$ cat config.mk
export PLATFORM = sky130hd
export DESIGN_NAME = addsub_arbiter
export DESIGN_NICKNAME = d
export VERILOG_FILES = /design/src/rtl/addsub_arbiter.sv
export SDC_FILE = /design/constraint.sdc
export NUM_CORES = 1
export LEC_CHECK = 0
export ABC_CLOCK_PERIOD_IN_PS = 7100
export CAP_MARGIN = 5
export CORE_ASPECT_RATIO = 0.6
export CORE_MARGIN = 10
export CORE_UTILIZATION = 42
export DETAILED_ROUTE_END_ITERATION = 8
export PLACE_DENSITY = 0.85
export REMOVE_ABC_BUFFERS = 1
export SYNTH_ARGS = -nofsm -noshare
export SYNTH_HDL_FRONTEND = slang
export SYNTH_SLANG_ARGS = --single-unit
$ cat constraint.sdc
create_clock -name clk -period 7.1 [get_ports clk]
set_input_delay 1.42 -clock clk [delete_from_list [all_inputs] [get_ports clk]]
set_output_delay 1.42 -clock clk [all_outputs]
set_load 0.005 [all_outputs]
$ cat src/rtl/addsub_arbiter.sv
// Round-robin front end that shares one external add/sub unit between two requesters.
// Accept to response is 2 cycles. Results are held until the granted port takes them, and accepts are at least 3 cycles apart.
module addsub_arbiter #(
  parameter int WIDTH = 16
) (
  input  logic             clk,
  input  logic             rst,
  input  logic             req0_valid,
  input  logic [WIDTH-1:0] req0_a,
  input  logic [WIDTH-1:0] req0_b,
  input  logic             req0_sub,
  output logic             req0_ready,
  input  logic             req1_valid,
  input  logic [WIDTH-1:0] req1_a,
  input  logic [WIDTH-1:0] req1_b,
  input  logic             req1_sub,
  output logic             req1_ready,
  output logic [WIDTH-1:0] alu_a,
  output logic [WIDTH-1:0] alu_b,
  output logic             alu_sub,
  input  logic [WIDTH-1:0] alu_s,
  input  logic             alu_cout,
  output logic             rsp0_valid,
  input  logic             rsp0_ready,
  output logic             rsp1_valid,
  input  logic             rsp1_ready,
  output logic [WIDTH-1:0] rsp_s,
  output logic             rsp_cout,
  output logic             busy
);

  typedef enum logic [1:0] {IDLE, EXEC, RESP} state_t;

  state_t           state;
  logic             ptr;
  logic             gnt;
  logic             sel;
  logic [WIDTH-1:0] op_a;
  logic [WIDTH-1:0] op_b;
  logic             op_sub;

  // The pointer only matters on contention; a lone requester always wins.
  assign sel = (req0_valid && req1_valid) ? ptr : req1_valid;

  assign req0_ready = !rst && (state == IDLE) && req0_valid && !sel;
  assign req1_ready = !rst && (state == IDLE) && req1_valid && sel;

  assign alu_a   = op_a;
  assign alu_b   = op_b;
  assign alu_sub = op_sub;

  assign rsp0_valid = (state == RESP) && !gnt;
  assign rsp1_valid = (state == RESP) && gnt;
  assign busy       = (state != IDLE);

  always_ff @(posedge clk or posedge rst) begin
    if (rst) begin
      state    <= IDLE;
      ptr      <= 1'b0;
      gnt      <= 1'b0;
      op_a     <= '0;
      op_b     <= '0;
      op_sub   <= 1'b0;
      rsp_s    <= '0;
      rsp_cout <= 1'b0;
    end else begin
      case (state)
        IDLE: begin
          if (req0_valid || req1_valid) begin
            gnt    <= sel;
            op_a   <= sel ? req1_a : req0_a;
            op_b   <= sel ? req1_b : req0_b;
            op_sub <= sel ? req1_sub : req0_sub;
            state  <= EXEC;
          end
        end
        EXEC: begin
          rsp_s    <= alu_s;
          rsp_cout <= alu_cout;
          state    <= RESP;
        end
        RESP: begin
          // Only the granted port's ready can release the result.
          if (gnt ? rsp1_ready : rsp0_ready) begin
            ptr   <= ~gnt;
            state <= IDLE;
          end
        end
        default: state <= IDLE;
      endcase
    end
  end

endmodule

==> metrics.md <==
| Metric | Value |
|---|---|
| Comb pwr share | 0.538 |
| Share of cells above drive strength 1 | 0.160 |
| Initial Utilization | 0.437 |
| WL final | around 9 mm |
| Cell Area, Synth | between 0.002 and 0.003 sq mm |
| Pint | between 1 and 1.5 mW |
| Synthesized instance count | 255 |
| Outcome | completed |
| Die Y | 82.1 um |
| Postcts setup bufs | 0 |
| WP data required | 5.68 ns |
| Post-synthesis simple-gate area fraction | 0.0881 |
| I/O pins | between 100 and 150 |
| Reg2Reg Capture Point | alu_a[13]$_DFFE_PP0P_ |
| Via density | between 5 and 6 |
| Post-route ant nets | 0 |
| Cts repair resizes | 0 |
| Clock power share | 0.106 |
| Worst Skew | roughly 0.0091 ns |
| Core area | around 0.006 sq mm |
| Post-place setup slack | approximately 2.4 ns |
| Leading area contributor after synthesis | dfrtp_1 |
| Reg power frac | 0.356 |
| Arrival time worst endpoint | roughly 3.3 ns |
| Sw Pwr | around 0.54 mW |
| Initial antenna violation count | 0 |
| RSZ-0062 raised after global routing | no |
| GR Overflow Total | 0 |
| Pin slew with the least headroom to its limit | 1.19 ns |
| Type of the worst setup path | primary input to output pin |
| Layout Nets | roughly 470 |
| Worst Reg-to-Reg Cells | 3 |
| Maxcap violations | 0 |
| Pin count of the biggest net entering global routing | 56 |
| CTS HTree Levels | 2 |
| Vias in the first global route | about 2500 |
| Hold Crit Endpoint | rsp_s[7]$_DFFE_PP0N_ |
| Synth Area in Adders | 0 |
| Clock insertion delay at the later pin of the skew report | 0.29 ns |
| Share of the synthesized area in the top cell type | 0.501 |
| Hold Startpoint | rsp_s[7]$_DFFE_PP0N_ |
| P per Cell Area | around 370 mW/mm^2 |
| First-pass GRT wire length | 13.8 mm |
| Warnings from Yosys | 0 |
| DP Wirelength | between 6 and 7 mm |
| Largest cells by area after synthesis | dfrtp_1 (50%), a31oi_2 (13%), mux2_2 (7.1%) |
| Final std cells w/o fill | around 470 |
| Die W | around 120 um |
| DRC Markers | 0 |
| Drt pass-1 iters | 4 |
| Clk slew on worst S/H paths | around 0.080 ns |
| Sw Share | 0.344 |
| FMAX | 0.214 GHz |
| Die area | just over 0.01 sq mm |
| Hold Path Class | flip-flop to flip-flop |
| Final Hold Viols | 0 |
| Port Buffers | approximately 140 |
| Final worst-path setup slack | around 2.4 ns |
| Post-synthesis sequential area ratio | 0.501 |
| Synth Area in XOR/XNOR | 0 |
| CP startpoint | rst |
| Max clock buf depth | 2 |
| Wire length per cell | 19.5 um |
| Area of the multi-input gates | ~0.0012 sq mm |
| Worst VDD drop | ~180 uV |
| CTS buffer count | 5 |
| N_diodes | 0 |
| Average size of a mapped cell | 10.6 sq um |
| Global Route Usage Sum | 0.173 |
| Placement Rows | 22 |
| Synth Area in Compound Gates | 0.278 |
| Final worst-path cycle share | 0.658 |
| Leakage | between 1.5 and 2 nW |
| Mux contribution to synthesized area | 0.0710 |
| Fillers | ~480 |
| Slew headroom | 0.204 |
| WHS | 0.513 ns |
| Synth cell types | 20 |
| Final TNS setup | 0 ns |
| Drt initial violations | approximately 220 |
| #FFs+latches synth | 54 |
| CP Max Fanout | between 50 and 60 |
| Reg area | between 0.001 and 0.0015 sq mm |
| Reg-to-Reg Start | ptr$_DFFE_PP0P_ |
| Largest family of logic cells by synthesized area | compound AO/OA/AOI/OAI gates |
| Clock sink count | between 50 and 60 |
| Fin crit period | about 4.7 ns |
| Flop2flop setup slack | roughly 5.2 ns |
| Placed Cells | 460 |
| CTS tree | done |
| Hold buffer count at cts | 0 |
| CP startpoint kind | primary input |
| Area Overhead vs Synth | 56.3% |
| CTS Root Cell | clkbuf_8 |
| Vias | approximately 2500 |
| Hold Path Stages | 1 |
| GPL Wtd Cong | just under 0.8 |
| Final setup vio count | 0 |
| Slew Viols, Final | 0 |
| Crit end category | output pin |
## per-layer routing
layer / wire [um] / up-vias / global-route usage
met4: 58 / 0 / 0.0313
met5: 0 / - / 0
met2: 4340 / 107 / 0.284
met3: 861 / 6 / 0.0596
met1: 3810 / 1230 / 0.219
li1: - / 1194 / -
## cell usage after synthesis
cell	count
or2_1	1
buf_2	4
inv_1	6
nor2_1	4
clkbuf_1	18
dfrtp_1	54
mux2_2	17
nor3_1	1
nor2b_1	1
a31oi_2	28
buf_6	5
o22ai_2	1
a31oi_1	6
and4_1	1
and2_4	1
a21oi_1	34
nand3_1	33
nand2_1	1
nand2b_1	3
o21ai_0	36
## placed cells by master, fill, tap and decap left out
| cell | synthesis | layout |
|---|---|---|
| nand2b_1 | 3 | 3 |
| nand2_1 | 1 | 1 |
| a31oi_2 | 28 | 28 |
| nor2_2 | 0 | 1 |
| and2_4 | 1 | 1 |
| mux2_2 | 17 | 17 |
| inv_2 | 0 | 1 |
| dfrtp_1 | 54 | 54 |
| clkbuf_8 | 0 | 6 |
| a31oi_1 | 6 | 6 |
| nor2_1 | 4 | 3 |
| or2_1 | 1 | 1 |
| inv_1 | 6 | 5 |
| o22ai_2 | 1 | 1 |
| nor3_1 | 1 | 1 |
| nand3_1 | 33 | 33 |
| nor2b_2 | 0 | 1 |
| clkdlybuf4s50_1 | 0 | 143 |
| and4_1 | 1 | 1 |
| o21ai_0 | 36 | 36 |
| a21oi_1 | 34 | 34 |
| buf_4 | 0 | 5 |
## power by group through the flow
stage / Sequential, mW / Combinational (mW) / Clock, mW
final: 0.556 / 0.842 / 0.166
after global routing: 0.578 / 0.911 / 0.184
after CTS: 0.558 / 0.857 / 0.171
after detailed placement: 0.561 / 0.856 / 0
after global placement: 0.552 / 0.835 / 0
after floorplan: 0.561 / 0.366 / 0
## logic make-up after synthesis
group | after synthesis
buffers and inverters | 33
and+or+nand+nor | 46
DFF | 54
muxes | 17
AOI/OAI and AO/OA | 105
## worst max-delay path by stage
| stage | end | slack [ns] | cells past startpoint |
|---|---|---|---|
| final | req0_ready | 2.43 | 5 |
| after global routing | req0_ready | 2.24 | 5 |
| after CTS | req0_ready | 2.36 | 5 |
| after detailed placement | req0_ready | 2.36 | 5 |
| after global placement | req0_ready | 2.38 | 5 |
| after floorplan | req0_ready | 2.75 | 2 |
## area by class of cell
class | count | area share
Inverter | 6 | 0.00534
Timing Repair Buffer | 148 | 0.348
Clock buffer | 6 | 0.0196
Tap cell | 84 | 0.0249
Multi-Input combinational cell | 168 | 0.281
Sequential cell | 54 | 0.321
## worst max-delay path, stage by stage
cell and delay (ns):
clkdlybuf4s50_1 0.44, inv_2 0.06, buf_4 0.53, and4_1 0.29, clkdlybuf4s50_1 0.51
## per-stage QoR
| step | cell area [sq um] | utilization | power [mW] |
|---|---|---|---|
| 2_1_floorplan | 2550 | - | 0.927 |
| 3_3_place_gp | 4130 | 0.670 | 1.39 |
| 5_1_grt | 4220 | 0.684 | 1.67 |
| 4_1_cts | 4220 | 0.684 | 1.59 |
| 6_report | 4220 | 0.684 | 1.56 |
| 3_5_place_dp | 4130 | 0.670 | 1.42 |
## flip-flops by register name, indices dropped and copies added, names as in the netlist
| register | count |
|---|---|
| alu_b | 16 |
| alu_a | 16 |
| rsp_cout | 1 |
| ptr | 1 |
| alu_sub | 1 |
| state | 2 |
| rsp_s | 16 |
| gnt | 1 |
(Power assumes the default switching activity.)
==> RTL edit, RTL diff (same settings) <==
The parameter `WIDTH` goes from 16 to 14.
--- a/src/rtl/addsub_arbiter.sv
+++ b/src/rtl/addsub_arbiter.sv
@@ -1,7 +1,7 @@
 // Round-robin front end that shares one external add/sub unit between two requesters.
 // Accept to response is 2 cycles. Results are held until the granted port takes them, and accepts are at least 3 cycles apart.
 module addsub_arbiter #(
-  parameter int WIDTH = 16
+  parameter int WIDTH = 14
 ) (
   input  logic             clk,
   input  logic             rst,
Ports: changed (8 resized); port bits go from 144 to 128. No check against the original RTL was run, so the function may have changed too.
==> RTL edit against the original RTL <==
Routed wire length fell by 11%. Worst hold slack worse by 19 ps. Sequential cell count fell by 6. Die area up 1.7%. Design area fell by 5.3%. Maximum frequency down 11%. Non-clock buffer count decreased by 19. Setup slack worse by 560 ps. Clock power fell by 13%. Synthesized area rose by 2.1%. Sequential power fell by 8.6%. Total power down 2.2%. Critical path type unchanged. Largest cell class is now multi-input gates. Largest power group unchanged. Highest routed layer unchanged.
==> RTL edit: results (changes against the original RTL) <==
outcome: "finished clean"  # unchanged
yosysUniqueCellTypes: 25  # was 20
place_hpwl_mm: 5.95  # was 6.70 mm
crit_fanout: 31  # was 55
max_stage_delay_ps: 800  # was 530 ps
clk_latency_ps: 280
max-clock-path-buffers: 2  # unchanged
nFillCells: 504  # was 484
peakVddDrop_uv: 157  # was 179 uV
ys_seq_area_share_pct: 43.6  # was 50.1%
cts_root_buf: "clkbuf_8"  # unchanged
drive_gt1_share_pct: 23.1  # was 16.0%
p_leak_nw: 1.44  # was 1.59 nW
synth_top_cells_by_count: "dfrtp_1, o21ai_0, a2bb2oi_2"  # was dfrtp_1, o21ai_0, a21oi_1
hold_path_depth: 1  # unchanged
cts_inserted_buffers: 5  # unchanged
fin_skew_ps: 3.20  # was 9.13 ps
grt_max_degree: 49  # was 56
antenna_found_initial: 0  # unchanged
async_flop_share_pct: 100  # unchanged
cp_top_family: "simple AND/OR/NAND/NOR gates"  # was buffers and inverters
route.vias.total: 2125  # was 2537
grt_pass1_vias: 2285  # was 2546
track_usage_pct: 14.6  # was 17.3%
diodes: 0  # unchanged
cts_setup_buffers: 0  # unchanged
dp_slack_ps: 1880  # was 2360 ps
maxCapViolations: 0  # unchanged
r2r_cells: 4  # was 3
wl_per_cell_um: 20.7  # was 19.5 um
first_iter_violations: 87  # was 223
synth_area_leaders: "dfrtp_1, a2bb2oi_2, a311oi_2"  # was dfrtp_1, a31oi_2, mux2_2
port_buffers: 127  # was 143
crit_slowest_cell: "and2b_1"  # was buf_4
fin_nets: 388  # was 472
grt_pass1_wl_mm: 12.3  # was 13.8 mm
gp_congestion: 0.774  # was 0.783
worst_pin_slew_ps: 1150  # was 1190 ps
hp-class: "reg2reg"  # unchanged
-- RTL edit: power breakdown --
group | internal [mW] | leakage, nW | switching, mW
clock | 0.0637 | 0.0359 | 0.0815
sequential | 0.414 | 0.545 | 0.0938
combinational | 0.539 | 0.859 | 0.337
-- RTL edit: kinds of logic after synthesis --
group                  Yosys count  synth area share (%)
flip-flops                      48                  43.6
AO/OA/AOI/OAI                   92                  37.4
AND/OR/NAND/NOR                 13                  4.04
multiplexers                    16                  6.54
buffers and inverters           28                  8.45
-- RTL edit: final cells by class --
cell class / count / area, sq um / area share [%]
multi-input cells: 121 / 1320 / 33.1
repair buffers: 129 / 1280 / 32.1
flip-flops and latches: 48 / 1200 / 30.1
well taps: 84 / 105 / 2.63
clock buffers: 5 / 68.8 / 1.72
inverters: 4 / 15.0 / 0.376
-- RTL edit: final timing paths --
kind / from / endpoint / slack, ps
hold / removal: rsp_s[13]$_DFFE_PP0N_ / rsp_s[13]$_DFFE_PP0N_ / 490
hold reg to reg: rsp_s[13]$_DFFE_PP0N_ / rsp_s[13]$_DFFE_PP0N_ / 490
setup / recovery: req0_valid / req0_ready / 1870
max in group asynchronous: rst / rsp_s[7]$_DFFE_PP0N_ / 4680
min in group asynchronous: rst / alu_b[3]$_DFFE_PP0P_ / 1790
setup reg to reg: state[1]$_DFFE_PP0P_ / gnt$_DFFE_PP0P_ / 5010
-- RTL edit: per-layer routing --
| metal | wire length [um] | track usage [%] | vias up | share of wire [%] |
|---|---|---|---|---|
| li1 | - | - | 994 | - |
| met1 | 3530 | 18.2 | 1043 | 44 |
| met2 | 3910 | 24.4 | 86 | 48 |
| met3 | 610 | 5.09 | 2 | 7.5 |
| met4 | 41 | 2.78 | 0 | 0.51 |
| met5 | 0 | 0 | - | 0 |
-- RTL edit: metrics by stage --
stage / instances / utilization, % / cell area, sq um / hold slack (ps)
floorplan: 173 / - / 2540 / 489
global placement: 386 / 62.8 / 3920 / 472
detailed placement: 386 / 62.8 / 3920 / 481
CTS: 391 / 63.9 / 3990 / 500
global route: 391 / 63.9 / 3990 / 517
finish: 391 / 63.9 / 3990 / 494
-- RTL edit: worst register-to-register path, stage by stage, from the launching register on --
cell	delay, ps
dfrtp_1	420
or2_2	280
buf_4	290
nor2_8	610
mux2_1	380
